==> config.mk <==
export PLATFORM = sky130hd
export DESIGN_NAME = e_digit_tx_flat
export DESIGN_NICKNAME = d
export VERILOG_FILES = /design/src/rtl/e_calc_pkg.sv /design/src/rtl/e_digit_tx_if.sv /design/src/rtl/e_digit_tx_mul10_frac.sv /design/src/rtl/e_digit_tx.sv /design/src/flat_wrapper.sv
export SDC_FILE = /design/constraint.sdc
export NUM_CORES = 2
export LEC_CHECK = 0
export CAP_MARGIN = 5
export CORE_ASPECT_RATIO = 2
export CORE_MARGIN = 5
export CORE_UTILIZATION = 25
export DETAILED_ROUTE_END_ITERATION = 12
export PLACE_DENSITY_LB_ADDON = 0.05
export SYNTH_ARGS = -nofsm -noshare
export SYNTH_HDL_FRONTEND = slang
export SYNTH_SLANG_ARGS = --single-unit
==> constraint.sdc <==
create_clock -name i_clk -period 12.1 [get_ports i_clk]
set_clock_uncertainty 0.2 [all_clocks]
set_input_delay 1.21 -clock i_clk [delete_from_list [all_inputs] [get_ports i_clk]]
set_output_delay 1.21 -clock i_clk [all_outputs]
set_load 0.05 [all_outputs]
==> src/rtl/e_calc_pkg.sv <==
// Shared constants and state encoding for the e-series calculator and its digit streamer.
// Defining E_DIGIT_ASCII_EN switches emitted characters from raw BCD to ASCII.
package e_calc_pkg;

   localparam int WIDTH     = 400;
   localparam int INT_BITS  = 8;
   localparam int FRAC_BITS = WIDTH - INT_BITS;

   localparam logic [7:0] ASCII_ZERO = 8'h30;
   localparam logic [7:0] ASCII_DOT  = 8'h2E;

   typedef enum logic [2:0] {
      ST_IDLE = 3'd0,
      ST_INT  = 3'd1,
      ST_DOT  = 3'd2,
      ST_MUL  = 3'd3,
      ST_FRAC = 3'd4,
      ST_FIN  = 3'd5
   } tx_state_t;

   function automatic logic [7:0] digit_char(input logic [3:0] bcd);
`ifdef E_DIGIT_ASCII_EN
      return ASCII_ZERO | {4'h0, bcd};
`else
      return {4'h0, bcd};
`endif
   endfunction

endpackage

==> src/rtl/e_digit_tx_if.sv <==
// Character stream from the digit streamer to the display/UART consumer.
interface e_digit_tx_if;

   // A character moves when digit_valid and digit_ready are both high at a rising
   // edge; once raised, digit_valid stays high and digit/digit_is_int stay frozen
   // until that transfer happens. digit_valid never depends on digit_ready.
   logic       digit_valid;
   logic       digit_ready;
   logic [7:0] digit;
   logic       digit_is_int;

   modport master (
      output digit_valid,
      output digit,
      output digit_is_int,
      input  digit_ready
   );

   modport slave (
      input  digit_valid,
      input  digit,
      input  digit_is_int,
      output digit_ready
   );

endinterface

==> src/rtl/e_digit_tx_mul10_frac.sv <==
// Multiplies a binary fraction by ten: the overflow nibble is the next decimal digit.
module mul10_frac
   import e_calc_pkg::*;
#(
   parameter int FRAC_W = FRAC_BITS
) (
   input  logic [FRAC_W-1:0] i_frac,
   output logic [FRAC_W-1:0] o_frac,
   output logic [3:0]        o_digit
);

   logic [FRAC_W+3:0] w_ext;
   logic [FRAC_W+3:0] w_prod;

   // x*10 as x*8 + x*2; the product of a pure fraction never exceeds 9.x
   assign w_ext   = {4'b0000, i_frac};
   assign w_prod  = (w_ext << 3) + (w_ext << 1);
   assign o_frac  = w_prod[FRAC_W-1:0];
   assign o_digit = w_prod[FRAC_W+3:FRAC_W];

endmodule

==> src/rtl/e_digit_tx.sv <==
// Streams a fixed-point value as one integer digit plus NUM_DIGITS fractional digits.
// E_DIGIT_ASCII_EN: emit ASCII characters and a '.' after the integer digit.
module e_digit_tx
   import e_calc_pkg::*;
#(
   parameter int NUM_DIGITS = 100
) (
   input  logic              i_clk,
   input  logic              i_rst,
   input  logic              i_start,
   input  logic [WIDTH-1:0]  i_value,
   e_digit_tx_if.master      tx,
   output logic              o_busy,
   output logic              o_done,
   output logic              o_err,
   output tx_state_t         o_state
);

   localparam int CNT_W = $clog2(NUM_DIGITS + 1);
   localparam logic [CNT_W-1:0] LAST_CNT = CNT_W'(NUM_DIGITS - 1);

   tx_state_t             r_state;
   tx_state_t             w_next;
   logic [INT_BITS-1:0]   r_ip;
   logic [FRAC_BITS-1:0]  r_frac;
   logic [3:0]            r_d;
   logic [CNT_W-1:0]      r_cnt;
   logic                  r_busy;
   logic                  r_done;
   logic                  r_err;

   logic                  w_valid;
   logic                  w_is_int;
   logic                  w_dot;
   logic [3:0]            w_bcd;
   logic [7:0]            w_digit;
   logic                  w_xfer;
   logic                  w_ip_ovf;
   logic                  w_last;
   logic [FRAC_BITS-1:0]  w_mul_frac;
   logic [3:0]            w_mul_digit;

   mul10_frac #(
      .FRAC_W (FRAC_BITS)
   ) u_mul10 (
      .i_frac  (r_frac),
      .o_frac  (w_mul_frac),
      .o_digit (w_mul_digit)
   );

   assign w_ip_ovf = (r_ip > INT_BITS'(9));
   assign w_last   = (r_cnt == LAST_CNT);
   assign w_xfer   = w_valid & tx.digit_ready;

   always_ff @(posedge i_clk) begin
      if (i_rst) begin
         r_state <= ST_IDLE;
      end else begin
         r_state <= w_next;
      end
   end

   always_comb begin
      w_next   = r_state;
      w_valid  = 1'b0;
      w_is_int = 1'b0;
      w_dot    = 1'b0;
      w_bcd    = 4'd0;
      case (r_state)
         ST_IDLE: begin
            if (i_start) begin
               w_next = ST_INT;
            end
         end
         ST_INT: begin
            w_valid  = 1'b1;
            w_is_int = 1'b1;
            // an integer part above 9 cannot be shown; clamp and flag it
            w_bcd    = w_ip_ovf ? 4'd9 : r_ip[3:0];
            if (tx.digit_ready) begin
`ifdef E_DIGIT_ASCII_EN
               w_next = ST_DOT;
`else
               w_next = ST_MUL;
`endif
            end
         end
`ifdef E_DIGIT_ASCII_EN
         ST_DOT: begin
            w_valid = 1'b1;
            w_dot   = 1'b1;
            if (tx.digit_ready) begin
               w_next = ST_MUL;
            end
         end
`endif
         ST_MUL: begin
            w_next = ST_FRAC;
         end
         ST_FRAC: begin
            w_valid = 1'b1;
            w_bcd   = r_d;
            if (tx.digit_ready) begin
               w_next = w_last ? ST_FIN : ST_MUL;
            end
         end
         ST_FIN: begin
            w_next = ST_IDLE;
         end
         default: begin
            w_next = ST_IDLE;
         end
      endcase
   end

   always_comb begin
      w_digit = 8'h00;
      if (w_dot) begin
         w_digit = ASCII_DOT;
      end else if (w_valid) begin
         w_digit = digit_char(w_bcd);
      end
   end

   always_ff @(posedge i_clk) begin
      if (i_rst) begin
         r_ip   <= '0;
         r_frac <= '0;
         r_d    <= 4'd0;
         r_cnt  <= '0;
         r_busy <= 1'b0;
         r_done <= 1'b0;
         r_err  <= 1'b0;
      end else begin
         case (r_state)
            ST_IDLE: begin
               if (i_start) begin
                  r_ip   <= i_value[WIDTH-1:FRAC_BITS];
                  r_frac <= i_value[FRAC_BITS-1:0];
                  r_cnt  <= '0;
                  r_done <= 1'b0;
                  r_err  <= 1'b0;
                  r_busy <= 1'b1;
               end
            end
            ST_INT: begin
               if (w_ip_ovf) begin
                  r_err <= 1'b1;
               end
            end
            ST_MUL: begin
               r_d    <= w_mul_digit;
               r_frac <= w_mul_frac;
            end
            ST_FRAC: begin
               // counter stops at the last index, so it never wraps
               if (w_xfer && !w_last) begin
                  r_cnt <= r_cnt + CNT_W'(1);
               end
            end
            ST_FIN: begin
               r_done <= 1'b1;
               r_busy <= 1'b0;
            end
            default: begin
            end
         endcase
      end
   end

   assign tx.digit_valid  = w_valid;
   assign tx.digit        = w_digit;
   assign tx.digit_is_int = w_is_int;
   assign o_busy          = r_busy;
   assign o_done          = r_done;
   assign o_err           = r_err;
   assign o_state         = r_state;

endmodule

==> src/flat_wrapper.sv <==
// flat-port wrapper written by rule: the top's interface ports become plain ports
module e_digit_tx_flat import e_calc_pkg::*;
#(
   parameter int NUM_DIGITS = 100
)
  (i_clk, i_rst, i_start, i_value, o_busy, o_done, o_err, o_state, tx_digit_valid, tx_digit, tx_digit_is_int, tx_digit_ready);
  e_digit_tx_if tx_i ();
  input  logic i_clk;
  input  logic i_rst;
  input  logic i_start;
  input  logic [WIDTH-1:0] i_value;
  output logic o_busy;
  output logic o_done;
  output logic o_err;
  output tx_state_t o_state;
  output wire logic [$bits(tx_i.digit_valid)-1:0] tx_digit_valid;
  output wire logic [$bits(tx_i.digit)-1:0] tx_digit;
  output wire logic [$bits(tx_i.digit_is_int)-1:0] tx_digit_is_int;
  input wire logic [$bits(tx_i.digit_ready)-1:0] tx_digit_ready;
  assign tx_digit_valid = tx_i.digit_valid;
  assign tx_digit = tx_i.digit;
  assign tx_digit_is_int = tx_i.digit_is_int;
  assign tx_i.digit_ready = tx_digit_ready;
  e_digit_tx #(.NUM_DIGITS(NUM_DIGITS)) u_core (.i_clk(i_clk), .i_rst(i_rst), .i_start(i_start), .i_value(i_value), .tx(tx_i), .o_busy(o_busy), .o_done(o_done), .o_err(o_err), .o_state(o_state));
endmodule
==> metrics.txt <==
run status=finished, violations left; failing checks=max-capacitance violations, max-slew violations; FP Rows=230; hold slack=255 ps; layout cell share with drive strength beyond 1=under 10%; Routed WL per cell=between 30 and 40 um; Synth Cell Area=49300 sq um; via/cell ratio=slightly below 6; Critical Path AT=8030 ps; total global routing track utilization=33.1%; Setup crit end=u_core.r_frac[390]; number of buffers created by CTS=53; # nets final=8259; fin crit share=63.1%; Mapped Cells=7379; fmax=0.131 GHz; Finish-stage setup viols=0; top-count cell post-synth=nand2_1; CTS tree=yes; Hold Path Cell Cnt=2; Post-CTS Setup Repair Bufs=0; R2R Path Start=u_core.r_frac[60]; WL final=between 300000 and 400000 um; Die Y=638 um; Reg2Reg Depth=18; Reg clk slew, reported paths=70 ps; total number of yosys warnings=0; Unique masters post-synth=106; Vias=between 50000 and 60000; hold buffer count at cts=0; Post-Syn Area per Cell=6.68 sq um; antenna violations before repair=between 40 and 50; Max IR drop VDD=0.113 mV; Final Wtd Congestion=just over 1; post-CTS resize count=0; full die area=207000 sq um; first-pass GRT wire length=484000 um; Port Buf Inserts=415; CP Max Fanout=8; # DRC=0; Setup crit end kind=flop; Yosys top cell by area=dfxtp_1; final hold vios=0; Final Critical Period=7640 ps; worst reg2reg setup slack=about 4500 ps; PD cells=92.3 nW/um^2; dpl hpwl=between 300000 and 400000 um; Synth top area share=16.9%; #FFs+latches synth=417; main flop type after synthesis=dfxtp_1; initial DRC count=4007; number of global-route vias before repair=61931; sequential-to-total area share from yosys stat=16.9%; Root Driver=clkbuf_16; EDFF count, synth=0; Clock Path Buffers=3; setup TNS=0 ps; Starting Density=25.1%; CP Launch Type=flop; I/O pin count=between 400 and 500; maxcap violations=3; RSZ-0062 raised after global routing=no; pin count of the biggest net entering global routing=133; max_slew headroom=-1.57%; RR Endpoint=u_core.r_frac[390]; Post-synth top cells=nand2_1, a21oi_1, nor2_1; Area growth, synth to finish=16.3%; kind of critical path=reg -> reg; post-route ant nets=0; DIE WIDTH=324 um; largest cells by area after synthesis=dfxtp_1, ha_1, nand2_1, a21oi_1, nor2_1; min-delay worst type=reg -> reg; clock sink count=417; grt total ovfl=0; DRT Pass-1 Iters=6; CP startpoint=u_core.r_frac[60]; Crit path required time=12500 ps; Async SR Flop Fraction=0%; H-tree Lvls=2; fillers=22129; core area=196000 sq um; slew at the pin with the worst max-slew slack=around 1500 ps; count of pins over their slew limit=3; leakage power=a little over 20 nW; Skew-Pair Late Insertion Delay=740 ps; post-layout util=29.2%
[layout by cell type, fill, tap and decap left out, types with 115 or more instances in the layout]
cell type        count
nand2_1           1247
a21oi_1            903
nor2_1             849
o21ai_0            534
dfxtp_1            417
clkdlybuf4s50_1    414
ha_1               391
nand4_1            271
a311oi_1           252
xnor2_1            221
a21o_1             162
xor2_1             157
o21bai_1           139
nor3_1             130
inv_1              120
o22ai_1            115
[per-stage QoR]
stage	power (mW)	worst slack, ps	area (sq um)	instances
finish	5.29	4460	57300	10073
global route	5.51	4440	57300	10069
CTS	5.36	4360	57300	10057
detailed placement	3.52	4390	55500	9960
global placement	3.53	3980	55400	9954
floorplan	2.72	8040	49300	7382
[layout make-up]
| cell class | count | area (sq um) | share of cell area [%] |
|---|---|---|---|
| multi-input cells | 6383 | 38700 | 67.6 |
| repair buffers | 488 | 4740 | 8.26 |
| well taps | 2552 | 3190 | 5.57 |
| clock buffers | 71 | 1490 | 2.61 |
| flip-flops and latches | 417 | 8350 | 14.6 |
| diodes | 16 | 40.0 | 0.0698 |
| inverters | 120 | 450 | 0.786 |
| clock inverters | 26 | 327 | 0.570 |
[how the worst min path moves through the flow]
stage / slack, ps / startpoint / to
after CTS: 260 / u_core.r_ip[6] / u_core.r_ip[6]
after detailed placement: 250 / u_core.r_ip[6] / u_core.r_ip[6]
after floorplan: 220 / u_core.r_d[0] / u_core.r_d[0]
final: 250 / u_core.r_ip[6] / u_core.r_ip[6]
after global routing: 270 / u_core.r_ip[6] / u_core.r_ip[6]
after global placement: 250 / u_core.r_ip[0] / u_core.r_ip[0]
[worst max-delay path, cell delays in order (launching register included)]
cell and delay, ps:
dfxtp_1 440, ha_1 540, nand4_1 430, nor4_1 750, buf_2 290, nand4_1 110, o31ai_1 740, a221oi_1 190
buf_4 220, a31oi_1 770, nand3_1 360, nand4_2 300, a211oi_1 210, o21ai_2 400, a31oi_1 370, o41ai_1 770
xor2_1 140, a21oi_1 170, nor2_1 50
[metal layers]
metal  GRT usage [%]  share of wire (%)  routed length [um]  up-vias
met3            3.23                3.3               11900      922
met2            65.8                 55              196000     2108
met1            28.3                 31              109000    28528
met4            30.0                 11               40400        0
met5               0                  0                   0        -
li1                -                  -                   -    27399
[power by group]
group	total, mW	switching [mW]	internal (mW)
clock network	1.80	0.820	0.978
registers	1.61	0.131	1.48
logic	1.88	1.25	0.635
[sequential cells by signal, indices dropped and copies added (netlist names)]
name and count:
u_core.r_cnt 7, u_core.r_d 4, u_core.o_done 1, u_core.r_frac 392
u_core.o_err 1, u_core.o_state 3, u_core.o_busy 1, u_core.r_ip 8
[cells by family (layout without fill, tap and decap cells)]
group | count (synthesis) | in the layout | share of synthesized area (%)
AO/OA/AOI/OAI | 2611 | 2611 | 33.5
buffers and inverters | 582 | 705 | 4.66
adder cells (fa/ha/maj) | 392 | 392 | 9.97
other | 1 | 20 | 0.00761
XOR/XNOR | 378 | 378 | 6.72
AND/OR/NAND/NOR | 2885 | 2885 | 25.9
multiplexers | 113 | 113 | 2.30
flip-flops | 417 | 417 | 16.9
Power figures use the tool's default switching activity.
